$ cat src/rtl/id_ex_issue.sv
// id_ex_issue: decode/issue stage feeding the one-hot ALU execute stage.
//   Reads a 32x32 register file with writeback write-through, tracks pending
//   destinations in a scoreboard and stalls on RAW/WAW hazards. Issue latency
//   is one cycle. Back-to-back issue is possible, and stalls come from hazards
//   or from ex_ready=0.
// Optional feature: define WB_BYPASS_EN to forward wb_data to same-cycle reads
//   and unblock a hazard in the writeback cycle, with zero bubbles.
// Ports:
//   clk, rst           clock, synchronous active-high reset
//   instr_valid/instr  instruction {funct[17:15], rd[14:10], rs1[9:5], rs2[4:0]}
//   instr_ready        combinational, asserted when the instruction can be accepted this cycle
//   ex_ready           execute stage can take an op this cycle
//   wb_en/addr/data    register writeback
//   ID_EX_A/B          registered operands
//   opcode             registered one-hot op
//   ex_rd              registered destination
//   load               one-cycle issue strobe
//   illegal            one-cycle pulse when an illegal funct was consumed
module id_ex_issue #(
  parameter int NREG = 32,
  parameter int XLEN = 32
) (
  input  logic            clk,
  input  logic            rst,
  input  logic            instr_valid,
  input  logic [17:0]     instr,
  output logic            instr_ready,
  input  logic            ex_ready,
  input  logic            wb_en,
  input  logic [4:0]      wb_addr,
  input  logic [XLEN-1:0] wb_data,
  output logic [XLEN-1:0] ID_EX_A,
  output logic [XLEN-1:0] ID_EX_B,
  output logic [5:0]      opcode,
  output logic            load,
  output logic [4:0]      ex_rd,
  output logic            illegal
);

  logic [XLEN-1:0] regs [NREG];
  logic [NREG-1:0] sb;
  logic [NREG-1:0] sb_nxt;

  logic [2:0]      funct;
  logic [4:0]      rd, rs1, rs2;
  logic            wb_hit;
  logic            byp_rd, byp_rs1, byp_rs2;
  logic            pend_rd, pend_rs1, pend_rs2;
  logic            hazard, accept, legal;
  logic [5:0]      onehot;
  logic [XLEN-1:0] val_a, val_b;

  assign funct  = instr[17:15];
  assign rd     = instr[14:10];
  assign rs1    = instr[9:5];
  assign rs2    = instr[4:0];
  assign wb_hit = wb_en & (wb_addr != 5'd0);

`ifdef WB_BYPASS_EN
  // A writeback landing this cycle both forwards its value and retires the
  // pending bit early, so a waiting consumer issues without a bubble.
  assign byp_rd  = wb_hit & (wb_addr == rd);
  assign byp_rs1 = wb_hit & (wb_addr == rs1);
  assign byp_rs2 = wb_hit & (wb_addr == rs2);
`else
  assign byp_rd  = 1'b0;
  assign byp_rs1 = 1'b0;
  assign byp_rs2 = 1'b0;
`endif

  assign pend_rd  = sb[rd]  & (rd  != 5'd0) & ~byp_rd;
  assign pend_rs1 = sb[rs1] & (rs1 != 5'd0) & ~byp_rs1;
  assign pend_rs2 = sb[rs2] & (rs2 != 5'd0) & ~byp_rs2;

  assign hazard      = pend_rd | pend_rs1 | pend_rs2;
  assign instr_ready = ex_ready & ~hazard;
  assign accept      = instr_valid & instr_ready;

  always_comb begin
    onehot = 6'b000000;
    legal  = 1'b1;
    case (funct)
      3'd0:    onehot = 6'b000001;
      3'd1:    onehot = 6'b000010;
      3'd2:    onehot = 6'b000100;
      3'd3:    onehot = 6'b001000;
      3'd4:    onehot = 6'b010000;
      3'd5:    onehot = 6'b100000;
      default: legal  = 1'b0;
    endcase
  end

  always_comb begin
    val_a = '0;
    if (rs1 != 5'd0) val_a = byp_rs1 ? wb_data : regs[rs1];
    val_b = '0;
    if (rs2 != 5'd0) val_b = byp_rs2 ? wb_data : regs[rs2];
  end

  // Clear on writeback first, then set on issue, so a coincident set wins.
  always_comb begin
    sb_nxt = sb;
    if (wb_hit) sb_nxt[wb_addr] = 1'b0;
    if (accept && legal && (rd != 5'd0)) sb_nxt[rd] = 1'b1;
  end

  always_ff @(posedge clk) begin
    if (rst) begin
      for (int i = 0; i < NREG; i++) regs[i] <= '0;
      sb      <= '0;
      ID_EX_A <= '0;
      ID_EX_B <= '0;
      opcode  <= '0;
      ex_rd   <= '0;
      load    <= 1'b0;
      illegal <= 1'b0;
    end else begin
      if (wb_hit) regs[wb_addr] <= wb_data;
      sb      <= sb_nxt;
      load    <= accept & legal;
      illegal <= accept & ~legal;
      if (accept && legal) begin
        ID_EX_A <= val_a;
        ID_EX_B <= val_b;
        opcode  <= onehot;
        ex_rd   <= rd;
      end
    end
  end

endmodule

$ cat config.mk
export PLATFORM = sky130hd
export DESIGN_NAME = id_ex_issue
export DESIGN_NICKNAME = d
export VERILOG_FILES = /design/src/rtl/id_ex_issue.sv
export SDC_FILE = /design/constraint.sdc
export NUM_CORES = 2
export LEC_CHECK = 0
export BUFFER_PORTS_ARGS = -buffer_cell sky130_fd_sc_hd__buf_2
export CORE_ASPECT_RATIO = 2
export CORE_MARGIN = 2
export CORE_UTILIZATION = 55
export CTS_CLUSTER_DIAMETER = 120
export DETAILED_ROUTE_END_ITERATION = 7
export PLACE_DENSITY = 0.68
export SYNTH_ARGS = -nofsm -noshare
export SYNTH_HDL_FRONTEND = slang
export SYNTH_SLANG_ARGS = --single-unit
$ cat constraint.sdc
create_clock -name clk -period 3.76 [get_ports clk]
set_input_delay 0.188 -clock clk [delete_from_list [all_inputs] [get_ports clk]]
set_output_delay 0.188 -clock clk [all_outputs]
set_load 0.01 [all_outputs]
; Word-level counts from Yosys, hierarchy flattened
; Memories as Yosys holds them, arrays and structs flattened.
; Index checks and enable logic that the tools add are counted.
[totals]
output_inout_bits = 78
ramBits = 1024
regBits = 109
mem_count = 1
[mem_list]
columns = memory, depth, width, read_ports, rd_ports_with_merged_regs, wr, line
row1 = regs, 32, 32, 2, 0, 32, 40  ; logic [XLEN-1:0] regs [NREG];
[classes]
eq_ne = 5
bitwise_logic = 15
n_lt_le_gt_ge = 6
n_reduce_logical = 11
n_mux = 24
[ops]
columns = operator, n
row1 = two-way mux 32 bit, 5
row2 = one-hot mux 6 bit (6 select lines), 1
row3 = bitwise AND 32 bit, 1
row4 = NOT 32 bit, 1
row5 = bitwise OR 32 bit, 1
row6 = OR reduction 32 bit, 1
row7 = less-than comparator 5 x 6 -> 1 bit (second input constant), 4
row8 = nonzero test 5 bit, 4
row9 = binary-select mux 1 bit (select 5 bit), 3
row10 = two-way mux 1 bit, 12
row11 = demux 1 bit (select 5 bit), 2
row12 = greater-or-equal comparator 5 x 1 -> 1 bit (second input constant), 2
row13 = bitwise AND 1 bit, 8
row14 = equality test 3 x 2 -> 1 bit (second input constant), 2
row15 = equality test 3 bit (second input constant), 2
row16 = OR reduction 6 bit, 1
row17 = two-way mux 5 bit, 1
row18 = logical AND 1 bit, 4
row19 = equality test 3 x 1 -> 1 bit (second input constant), 1
row20 = logical NOT 3 bit, 1
row21 = NOT 1 bit, 2
row22 = bitwise OR 1 bit, 2

; Logic depth before layout (Yosys ltp)
[depth]
depth_word = 11
ltp_mapped = 11

; Least setup slack after synthesis
; Ideal clock, no wire load.
[synth_path]
kind = input to register
from = input port instr[5]
to = register ID_EX_A[0]
path_stages = 8
n_path_buf = 4
setup_ps = 130
setup_slack_ps = 1131
arrival_ps = 2499
path_cell_list = buf_2 > buf_2 > buf_1 > buf_2 > mux4_2 > mux4_2 > mux2i_1 > o31ai_1
[synth_between]
elab_chain_cells = 9
word_cells_on_any_way = 12
cone_classes = 3 x mux / 6 x bitwise / 2 x reduce/logical / 1 x memory
[synth_lines]
columns = element, line
row1 = from (decl), 26  ; input logic [17:0] instr,
row2 = binary-select mux 1 bit (select 5 bit), 72  ; assign pend_rs1 = sb[rs1] & (rs1 != 5'd0) & ~byp_rs1;
row3 = two-way mux 1 bit (implied by the code), 72
row4 = bitwise AND 1 bit, 72
row5 = bitwise OR 1 bit (2 in series), 75  ; assign hazard = pend_rd | pend_rs1 | pend_rs2;
row6 = NOT 1 bit, 76  ; assign instr_ready = ex_ready & ~hazard;
row7 = bitwise AND 1 bit, 76
row8 = bitwise AND 1 bit, 77  ; assign accept = instr_valid & instr_ready;
row9 = logical AND 1 bit, 122  ; if (accept && legal) begin
row10 = to (signal assigned), 123  ; ID_EX_A <= val_a;
row11 = to (decl), 32  ; output logic [XLEN-1:0] ID_EX_A,
; Several ways; a longest one is shown, not always the timed one. The select of a mux whose other input is x is not followed.
; A chain may end at the register's enable or synchronous reset.

; Worst setup path in the final report
[layout_path]
from = input port instr[10]
to = output port instr_ready
[layout_between]
elab_chain_cells = 7
word_cells_on_any_way = 8
cone_classes = 2 x mux / 5 x bitwise / 1 x reduce/logical
[layout_lines]
columns = element, line
row1 = binary-select mux 1 bit (select 5 bit), 71  ; assign pend_rd = sb[rd] & (rd != 5'd0) & ~byp_rd;
row2 = two-way mux 1 bit (implied by the code), 71
row3 = bitwise AND 1 bit *, 71
row4 = bitwise OR 1 bit * (2 in series), 75
row5 = NOT 1 bit *, 76
row6 = bitwise AND 1 bit *, 76
row7 = to (decl), 27  ; output logic instr_ready,
; Mark *: on every way between the ends. The rest lies on a longest branch, timed or not. The select of a mux whose other input is x is not followed.

==> impl_metrics.env <==
export IMPL_dp_hpwl_um=112700
export IMPL_setup_tns_ns=0
export IMPL_synthesis_area_um2=58810
export IMPL_ant_nets=0
export IMPL_yosysTopAreaCell="edfxtp_1"
export IMPL_synth_edf_count=1024
export IMPL_boundaryPins=138
export IMPL_grt_pass1_wl_um=272000
export IMPL_area_growth_pct=10.27
export IMPL_worstSetupStartpointType="input port"
export IMPL_synth_top_area_share_pct=52.29
export IMPL_cp_data_required_time_ns=3.57
export IMPL_cts_max_level=3
export IMPL_drtIter0Drc=4882
export IMPL_p_leak_nw=22.23
export IMPL_fin_crit_ns=2.876
export IMPL_numClockSinks=1133
export IMPL_fp_dieW_um=235.2
export IMPL_cp_arrival_ns=2.69
export IMPL_r2r_cells=8
export IMPL_hold_class="in -> reg"
export IMPL_ys_warn_count=0
export IMPL_setup_violations=0
export IMPL_ir_worst_vdd_v=0.0003937
export IMPL_drc_errors=0
export IMPL_synth_top_family_by_area="multiplexers"
export IMPL_hold_depth=2
export IMPL_synth_cells=3638
export IMPL_finalWeightedCongestion=0.8589
export IMPL_routed_wl_um=193400
export IMPL_powerDensity_nw_per_um2=443.7
export IMPL_post_drt_wl_per_cell_um=37.88
export IMPL_syn_area_per_cell_um2=16.17
export IMPL_cp_max_fo=15
export IMPL_outcome="finished clean"
export IMPL_clock_fmax_mhz=347.7
export IMPL_synth_distinct_cells=53
export IMPL_synth_simple_area_share_pct=12.51
export IMPL_finalHoldViolCount=0
export IMPL_port_buffer_count=137
export IMPL_tightest_slew_ns=1.018
export IMPL_synthAdderAreaFrac_pct=0
export IMPL_synthTopCellsByArea="edfxtp_1 (52%), mux4_2 (25%), and2_1 (11%)"
export IMPL_synthFlopType="edfxtp_1"
export IMPL_skew_ns=0.01951
export IMPL_drv_cap=0
export IMPL_synth_compound_area_share_pct=2.004
export IMPL_async_flop_share_pct=0
export IMPL_crit_path_max_incr_delay_ns=0.55
export IMPL_start_util_pct=55.40
export IMPL_core_rowCount=169
export IMPL_cts_repair_resized=0
export IMPL_avgViaCountPerCell=7.123
export IMPL_cts_root_buffer="clkbuf_16"
export IMPL_rsz0062_at_grt="false"
export IMPL_ys_seq_area_share_pct=56.00
export IMPL_drv_slew=0
export IMPL_crit_path_frequent_cell="buf_2"
export IMPL_period_share_pct=76.50
export IMPL_cts_setup_buffers=0
export IMPL_cp_slowest_cell="mux4_2"
export IMPL_cts_tree="done"
export IMPL_layout_drive_gt1_share_pct=31.10
export IMPL_dr_total_vias=36375
export IMPL_grt_max_degree=140
export IMPL_worstSetupPathType="in -> out"
export IMPL_worst_setup_path_end_kind="output port"
export IMPL_core_area_um2=106100
export IMPL_first_pass_iters=6
export IMPL_antenna_found_initial=19
export IMPL_total_power_mw=28.77
export IMPL_clock_latency_ns=0.72
export IMPL_grt_ovfl_total=0
export IMPL_grtUsageTotal_pct=35.73
export IMPL_maxSlewHeadroom_pct=31.76
export IMPL_muxShareOfSynthArea_pct=26.60
export IMPL_grt_pass1_vias=37837
export IMPL_clock_path_buffers=3
export IMPL_synth_seq_cells=1133
export IMPL_die_h_um=466.4
export IMPL_synth_xor_area_share_pct=0
export IMPL_cts_buffers=99
export IMPL_path_cells="dlygate4sd3_1, buf_2, mux4_2, o2bb2ai_1, a2111oi_4, a21oi_2, nor2_1, buf_2"
export IMPL_layout_nets=3707
export IMPL_dieArea_um2=109700
export IMPL_clkTransAtPathRegs_ns=0.07
## final timing paths
path | startpoint | to | slack [ns]
worst max-delay path | instr[10] | instr_ready | 0.88
worst min-delay path | wb_data[30] | regs[21][30] | 0.08
worst max register to register | sb[2] | illegal | 0.99
worst min register to register | opcode[0] | opcode[0] | 0.46
## synth_stat cells (6+ instances only)
library cell	count
a21o_1	28
a21oi_1	6
and2_1	993
buf_1	51
buf_2	44
clkbuf_1	304
dfxtp_1	109
edfxtp_1	1024
inv_1	33
mux2i_1	78
mux4_2	659
nand2_1	17
nand2b_1	9
nand3b_1	70
nor2_1	38
nor2b_1	11
nor3_1	14
o22ai_1	24
o22ai_2	8
o31ai_1	65
## critical path, delay by kind of cell
family | cells | cell delay, ns
and+or+nand+nor | 1 | 0.21
AOI/OAI and AO/OA | 3 | 0.68
muxes | 1 | 0.55
buffers and inverters | 3 | 1.06
## timing repair
action,in CTS,in global routing
hold endpoints to repair,46,0
setup endpoints to repair,0,0
hold buffers,12,0
## where the power goes
| part | switching (mW) | leakage, nW | total [mW] | internal (mW) |
|---|---|---|---|---|
| logic | 1.93 | 9.98 | 3.50 | 1.57 |
| clock network | 4.76 | 1.60 | 10.5 | 5.75 |
| registers | 0.358 | 10.7 | 14.8 | 14.4 |
| total | 7.05 | 22.2 | 28.8 | 21.7 |
## layout by cell type (no fill, tap or decap), types with 4 or more instances in the layout
cell              n
diode_2          12
clkbuf_16       105
o31ai_1          65
inv_1            33
dfxtp_1         109
a21o_4           17
buf_12           30
buf_2           128
mux4_2          659
edfxtp_1       1024
buf_4            99
clkinv_1         12
clkbuf_8          6
nor2_1           22
nand3b_1         70
nor2b_1          11
conb_1           32
nand2b_1          6
o22ai_2           8
buf_8             4
nand2_1          17
clkbuf_1         19
bufinv_16         8
mux2i_1          78
clkinv_2         24
nor3_2           12
o22ai_1          24
a21oi_1           6
a21o_2           11
nor2_2           15
dlygate4sd3_1    12
and2_1          993
## per-layer routing
metal	GRT usage (%)	vias up	part of all wire (%)
met2	60.47	2517	50
met4	21.02	10	6.8
met1	42.43	19016	33
met5	0	-	0.033
met3	7.605	691	10
li1	-	14141	-
## per-stage QoR
step / cells / area, um^2 / hold WS, ns / setup WS, ns / utilization (%)
floorplan: 3669 / 58930 / 0.3339 / 1.131 / -
global placement: 4901 / 61440 / 0.4396 / 0.7419 / 57.88
detailed placement: 4901 / 61440 / 0.4478 / 0.6829 / 57.88
CTS: 5094 / 64790 / 0.03502 / 0.8489 / 61.04
global route: 5096 / 64820 / 0.08295 / 0.6940 / 61.07
finish: 5107 / 64850 / 0.07571 / 0.8836 / 61.09
## kinds of logic (layout without fill, tap and decap cells)
kind of cell | Yosys count | count (layout)
other cells | 1 | 44
compound gates | 152 | 152
flops | 1133 | 1133
buf+inv | 434 | 492
mux | 739 | 739
simple gates | 1179 | 1179
## layout make-up
type                            count  area, um^2
Fill cell                        7712       41300
Antenna cell                       12       30.03
Tap cell                         1368        1712
Timing Repair Buffer              277        2226
Clock buffer                      130        2781
Multi-Input combinational cell   2102       24590
Sequential cell                  1133       32930
Inverter                           34       127.6
Clock inverter                     51       456.7
## state kept, by name, indices dropped and copies added (netlist names)
signal	flops
regs	1024
opcode	6
load	1
ID_EX_B	32
sb	32
illegal	1
ID_EX_A	32
ex_rd	5
Power figures use the tool's default switching activity.
